## src/rtl/sonda_pkg.sv

```systemverilog
// Shared types and width helpers for the debug-probe capture sequencer.
package sonda_pkg;

    localparam int ESTADO_W  = 3;
    localparam int PROF_DEF  = 64;
    localparam int DIR_W_DEF = $clog2(PROF_DEF);

    typedef enum logic [ESTADO_W-1:0] {
        ST_REPOSO  = 3'd0,
        ST_PRE     = 3'd1,
        ST_ESPERA  = 3'd2,
        ST_POST    = 3'd3,
        ST_LISTO   = 3'd4,
        ST_LECTURA = 3'd5
    } estado_t;

    function automatic int ancho_dir(input int prof);
        return (prof < 2) ? 1 : $clog2(prof);
    endfunction

endpackage

```

## src/rtl/sonda_captura_if.sv

```systemverilog
// Readout stream of the capture sequencer: valid/ready with a last-sample flag.
interface sonda_captura_if #(
    parameter int ANCHO = 17
) ();

    logic [ANCHO-1:0] dato;
    logic             dato_valido;
    logic             dato_listo;
    logic             dato_ultimo;

    modport master (
        output dato,
        output dato_valido,
        output dato_ultimo,
        input  dato_listo
    );

    modport slave (
        input  dato,
        input  dato_valido,
        input  dato_ultimo,
        output dato_listo
    );

endinterface

```

## src/rtl/sonda_mem.sv

```systemverilog
// Simple dual-port sample buffer; registered read with enable so it maps onto block RAM.
module sonda_mem
    import sonda_pkg::*;
#(
    parameter int ANCHO = 17,
    parameter int PROF  = 64,
    parameter int AW    = ancho_dir(PROF)
) (
    input  logic             clk,
    input  logic             rst,
    input  logic             we,
    input  logic [AW-1:0]    dir_esc,
    input  logic [ANCHO-1:0] dato_esc,
    input  logic             re,
    input  logic [AW-1:0]    dir_lec,
    output logic [ANCHO-1:0] dato_lec
);

    logic [ANCHO-1:0] ram [PROF];

    always_ff @(posedge clk) begin
        if (we) begin
            ram[dir_esc] <= dato_esc;
        end
    end

    // Output register resets so the readout port starts at zero; the array itself is never cleared.
    always_ff @(posedge clk) begin
        if (rst) begin
            dato_lec <= '0;
        end else if (re) begin
            dato_lec <= ram[dir_lec];
        end
    end

endmodule

```

## src/rtl/sonda_captura.sv

```systemverilog
// Capture sequencer: records the probe bus into a ring around a masked trigger,
// then streams the frozen window out oldest-first.
module sonda_captura
    import sonda_pkg::*;
#(
    parameter int ANCHO = 17,
    parameter int PROF  = 64,
    parameter int POST  = 32
) (
    input  logic                clk,
    input  logic                rst,
    input  logic [ANCHO-1:0]    sonda,
    input  logic [ANCHO-1:0]    patron,
    input  logic [ANCHO-1:0]    mascara,
    input  logic                armar,
    input  logic                abortar,
    sonda_captura_if.master     lectura,
    output logic                disparado,
    output logic                ocupado,
    output logic [ESTADO_W-1:0] estado
);

    localparam int AW = ancho_dir(PROF);
    localparam logic [AW-1:0] CARGA_PRE  = AW'(PROF - POST - 1);
    localparam logic [AW-1:0] CARGA_POST = AW'(POST - 1);

    estado_t          st_q;
    estado_t          st_d;
    logic [AW-1:0]    ptr_esc;
    logic [AW-1:0]    ptr_lec;
    logic [AW-1:0]    cnt;
    logic             disp_q;
    logic             ocup_q;
    logic             disparo;
    logic             escribe;
    logic             transfer;
    logic             ultimo;
    logic             lee;
    logic [AW-1:0]    dir_lec;
    logic [ANCHO-1:0] dato_mem;

    assign disparo  = ((sonda ^ patron) & mascara) == '0;
    assign escribe  = (st_q inside {ST_PRE, ST_ESPERA, ST_POST}) && !abortar;
    assign transfer = (st_q == ST_LECTURA) && lectura.dato_listo;
    // The write pointer is frozen during readout, so the newest sample sits just behind it.
    assign ultimo   = (st_q == ST_LECTURA) && (ptr_lec == (ptr_esc - AW'(1)));
    assign lee      = (st_q == ST_LISTO) || transfer;
    assign dir_lec  = (st_q == ST_LISTO) ? ptr_esc : (ptr_lec + AW'(1));

    always_comb begin
        st_d = st_q;
        if (abortar) begin
            st_d = ST_REPOSO;
        end else begin
            case (st_q)
                ST_REPOSO:  if (armar) st_d = (POST == PROF) ? ST_ESPERA : ST_PRE;
                ST_PRE:     if (cnt == '0) st_d = ST_ESPERA;
                ST_ESPERA:  if (disparo) st_d = (POST == 1) ? ST_LISTO : ST_POST;
                ST_POST:    if (cnt == AW'(1)) st_d = ST_LISTO;
                ST_LISTO:   st_d = ST_LECTURA;
                ST_LECTURA: if (transfer && ultimo) st_d = ST_REPOSO;
                default:    st_d = ST_REPOSO;
            endcase
        end
    end

    always_ff @(posedge clk) begin
        if (rst) begin
            st_q    <= ST_REPOSO;
            ptr_esc <= '0;
            ptr_lec <= '0;
            cnt     <= '0;
            disp_q  <= 1'b0;
            ocup_q  <= 1'b0;
        end else begin
            st_q   <= st_d;
            ocup_q <= st_d inside {ST_PRE, ST_ESPERA, ST_POST};
            if (escribe) begin
                ptr_esc <= ptr_esc + AW'(1);
            end
            if (!abortar) begin
                case (st_q)
                    ST_REPOSO: begin
                        if (armar) begin
                            cnt    <= CARGA_PRE;
                            disp_q <= 1'b0;
                        end
                    end
                    ST_PRE: cnt <= cnt - AW'(1);
                    ST_ESPERA: begin
                        if (disparo) begin
                            cnt    <= CARGA_POST;
                            disp_q <= 1'b1;
                        end
                    end
                    ST_POST:    cnt <= cnt - AW'(1);
                    ST_LISTO:   ptr_lec <= ptr_esc;
                    ST_LECTURA: if (transfer) ptr_lec <= ptr_lec + AW'(1);
                    default: ;
                endcase
            end
        end
    end

    sonda_mem #(
        .ANCHO (ANCHO),
        .PROF  (PROF),
        .AW    (AW)
    ) u_mem (
        .clk      (clk),
        .rst      (rst),
        .we       (escribe),
        .dir_esc  (ptr_esc),
        .dato_esc (sonda),
        .re       (lee),
        .dir_lec  (dir_lec),
        .dato_lec (dato_mem)
    );

    assign lectura.dato        = dato_mem;
    assign lectura.dato_valido = (st_q == ST_LECTURA);
    assign lectura.dato_ultimo = ultimo;
    assign disparado           = disp_q;
    assign ocupado             = ocup_q;
    assign estado              = st_q;

endmodule

```

## src/flat_wrapper.sv

```systemverilog
// flat-port wrapper written by rule: the top's interface ports become plain ports
module sonda_captura_flat import sonda_pkg::*;
#(
    parameter int ANCHO = 17,
    parameter int PROF  = 64,
    parameter int POST  = 32
)
  (clk, rst, sonda, patron, mascara, armar, abortar, disparado, ocupado, estado, lectura_dato, lectura_dato_valido, lectura_dato_ultimo, lectura_dato_listo);
  sonda_captura_if #(.ANCHO(ANCHO)) lectura_i ();
  input  logic clk;
  input  logic rst;
  input  logic [ANCHO-1:0] sonda;
  input  logic [ANCHO-1:0] patron;
  input  logic [ANCHO-1:0] mascara;
  input  logic armar;
  input  logic abortar;
  output logic disparado;
  output logic ocupado;
  output logic [ESTADO_W-1:0] estado;
  output wire logic [$bits(lectura_i.dato)-1:0] lectura_dato;
  output wire logic [$bits(lectura_i.dato_valido)-1:0] lectura_dato_valido;
  output wire logic [$bits(lectura_i.dato_ultimo)-1:0] lectura_dato_ultimo;
  input wire logic [$bits(lectura_i.dato_listo)-1:0] lectura_dato_listo;
  assign lectura_dato = lectura_i.dato;
  assign lectura_dato_valido = lectura_i.dato_valido;
  assign lectura_dato_ultimo = lectura_i.dato_ultimo;
  assign lectura_i.dato_listo = lectura_dato_listo;
  sonda_captura #(.ANCHO(ANCHO), .PROF(PROF), .POST(POST)) u_core (.clk(clk), .rst(rst), .sonda(sonda), .patron(patron), .mascara(mascara), .armar(armar), .abortar(abortar), .lectura(lectura_i), .disparado(disparado), .ocupado(ocupado), .estado(estado));
endmodule
```

## config.mk

```make
export PLATFORM = sky130hd
export DESIGN_NAME = sonda_captura_flat
export DESIGN_NICKNAME = d
export VERILOG_FILES = /design/src/rtl/sonda_pkg.sv /design/src/rtl/sonda_captura_if.sv /design/src/rtl/sonda_mem.sv /design/src/rtl/sonda_captura.sv /design/src/flat_wrapper.sv
export SDC_FILE = /design/constraint.sdc
export NUM_CORES = 2
export LEC_CHECK = 0
export BUFFER_PORTS_ARGS = -buffer_cell sky130_fd_sc_hd__buf_2
export CORE_MARGIN = 1.5
export CORE_UTILIZATION = 50
export DETAILED_ROUTE_END_ITERATION = 8
export GPL_TIMING_DRIVEN = 1
export PLACE_DENSITY = 0.66
export REMOVE_ABC_BUFFERS = 1
export SYNTH_ARGS = -nofsm -noshare
export SYNTH_HDL_FRONTEND = slang
export SYNTH_SLANG_ARGS = --single-unit
```

## constraint.sdc

```tcl
create_clock -name clk -period 9.1 [get_ports clk]
set_input_delay 0.455 -clock clk [delete_from_list [all_inputs] [get_ports clk]]
set_output_delay 0.455 -clock clk [all_outputs]
set_load 0.1 [all_outputs]
```

==> metrics.txt <==
fin crit period 5.23 ns; Sink Count 1,128; H-tree depth 3; final setup vio count 0; final core utilization 0.567; Top FF cell, synth edfxtp_1; Routed Antenna Nets 0; relative slew slack 0.0309; NetSw 2020 uW; share of flip-flops with an asynchronous set or reset 0; first-pass detailed-route iteration total 8; Post-Layout Cell Count 4,502; Yosys top cell by area edfxtp_1; Hold Buf Count CTS 0; CP bufs+invs 3; Unique masters post-synth 65; Max clock buf depth 3; failing checks DRC; DP Cell Count ~4,300; critical-path maximum fanout 49; Setup crit start kind flop; register share of total power 0.552; Area Growth Syn to Fin 12.3%; WP data required 9.65 ns; worst hold slack about 0.13 ns; vias per std cell 6.27; number of synthesized flops with an enable pin 1,088; Setup WS pre-CTS 4.06 ns; cell mode on critical path buf_4; post-CTS setup buffer count 0; RD Place Congestion 0.849; fmax ~190 MHz; first-pass GRT wire length 181,000 um; worst-path cell chain or3b_1 -> buf_4 -> mux2i_4 -> buf_4 -> buf_4 -> a221oi_1 -> o21ai_0 -> a32oi_1 -> and3_1; vias in the first global route 27,000; nets 3,304; top-count cell post-synth edfxtp_1; Hold Crit Class in2reg; residual DRC count 4; Leak 0.0159 uW; Mapped Cells 3,149; Final Max Slew Viols 0; initial antenna violation count 4; initial core utilization 0.505; CTS resizes 0; cell-internal power roughly 8300 uW; CTS tree yes; peak supply drop 0.154 mV; Site Rows 109; CTS clk-pin slew, worst paths roughly 0.060 ns; share of cells above drive strength 1 0.118; largest net degree at the start of global routing 185; # fillers 6,740; Skew-Pair Late Insertion Delay 0.67 ns; CP delay by family, top buffers and inverters; HPWL after DPL 67,200 um; Seq cells post-synth 1,128; TritonCTS Buffers 108; Clock Tree Root clkbuf_16; clock share of power 0.433; WP data arrival 5.78 ns; full die area ~91,000 um^2; fin worst setup slack 3.87 ns; vias post-DR 28,200; Worst setup EP type flop; IO buf count about 80; Synth top cells by count 1,088 x edfxtp_1, 702 x nand2_1, 156 x mux2i_1; RSZ-0062 raised after global routing false; aggregate global routing overflow 0; die width 302 um; total global-route track usage 0.273; Pwr per Cell Area 205 nW/um^2; final wirelength 125,000 um; top post-synthesis cells by area edfxtp_1 73%, nand2_1 5.9%, mux2i_1 3.5%; Syn Area/Cell 14.2 um^2; accumulated negative setup slack 0 ns; Sw Share 0.196; CP max stage cell buf_4; Die Y around 300 um; worst-margin pin slew 1.45 ns; drt initial violations between 4,000 and 5,000; cell area after synthesis 44,700 um^2; Synth top area share 0.731; CP Class reg2reg; Clock Skew 0.0157 ns; sequential-to-total area share from yosys stat 0.749; Final Hold Fails 0; warnings from Yosys 0; Final period util 0.575; Max-Cap Viols 0; Wirelength per Cell between 20 and 30 um; I/O pin count 80; run status finished, violations left; core area around 90,000 um^2; power share of the combinational group 0.015; slowest stage delay, CP 0.75 ns
==> worst reg2reg max path, delay by kind of cell (launching register included) <==
family,cells,cell delay [ns]
multiplexers,1,0.69
flip-flops,1,0.68
AO/OA/AOI/OAI,3,1.39
buffers and inverters,3,1.79
AND/OR/NAND/NOR,2,0.57
==> power by group through the flow <==
stage / sequential, uW / clock (uW) / combinational, uW
detailed placement: 5810 / 0 / 153
global route: 5690 / 4700 / 165
finish: 5700 / 4460 / 155
global placement: 5810 / 0 / 147
CTS: 5700 / 4490 / 153
floorplan: 5810 / 0 / 26.2
==> cells in the final DEF (no fill, tap or decap), types with 24 or more instances in the layout <==
master and n:
edfxtp_1 1088, nand2_1 702, mux2i_1 156, nand3_1 148, a21oi_1 136, a32oi_1 130
clkbuf_16 110, buf_4 110, nor2_1 95, buf_2 79, a221oi_1 65, o21ai_0 59
nand4_1 54, a31oi_1 53, dfxtp_1 40, clkinv_2 24
==> final cells by class <==
type | instances | area, um^2 | area share
antenna | 4 | 10.0 | 0.000199
clock buffer | 134 | 2860 | 0.0570
clock inverter | 66 | 644 | 0.0128
inverter | 11 | 41.3 | 0.000823
multi-input combinational | 1803 | 10400 | 0.208
sequential | 1128 | 33500 | 0.667
tap | 1165 | 1460 | 0.0290
timing repair buffer | 191 | 1260 | 0.0251
==> sequential cells by signal, indices dropped and copies added, names as in the netlist <==
| name | cells |
|---|---|
| u_core.u_mem.dato_lec | 17 |
| u_core.u_mem.ram | 1088 |
| u_core.ocupado | 1 |
| u_core.cnt | 6 |
| u_core.disparado | 1 |
| u_core.ptr_esc | 6 |
| u_core.ptr_lec | 6 |
| u_core.estado | 3 |
==> through the flow <==
step	area, um^2	power [uW]
2_1_floorplan	43800	5840
3_5_place_dp	46700	5960
3_3_place_gp	46700	5950
4_1_cts	50200	10300
6_report	50200	10300
5_1_grt	50200	10600
==> path summary, 6_finish.rpt <==
path	start	end	slack [ns]	cells past startpoint
worst max-delay path	u_core.estado[0]	u_core.u_mem.dato_lec[12]	3.87	9
worst max register to register	u_core.estado[0]	u_core.u_mem.dato_lec[12]	3.87	9
worst min register to register	u_core.cnt[3]	u_core.cnt[3]	0.52	1
worst min-delay path	sonda[7]	u_core.u_mem.ram[52][7]	0.13	1
==> cell families (layout without fill, tap and decap cells) <==
logic type | count (synthesis) | count (layout) | share of synthesized area
DFF | 1128 | 1128 | 0.749
and+or+nand+nor | 1085 | 1085 | 0.102
AOI/OAI and AO/OA | 518 | 518 | 0.0813
buffers and inverters | 218 | 402 | 0.0217
muxes | 163 | 163 | 0.0379
xor gates and xnor gates | 32 | 32 | 0.00627
adders and majority gates | 5 | 5 | 0.00140
other | 0 | 4 | 0
==> layer usage <==
layer,global-route usage,up-vias,share of wire
met2,0.429,1646,0.47
li1,-,12200,-
met5,0,-,0.00019
met4,0.0901,4,0.031
met3,0.0455,225,0.10
met1,0.391,14100,0.40
Note: power is estimated with default switching activity, not from simulation.
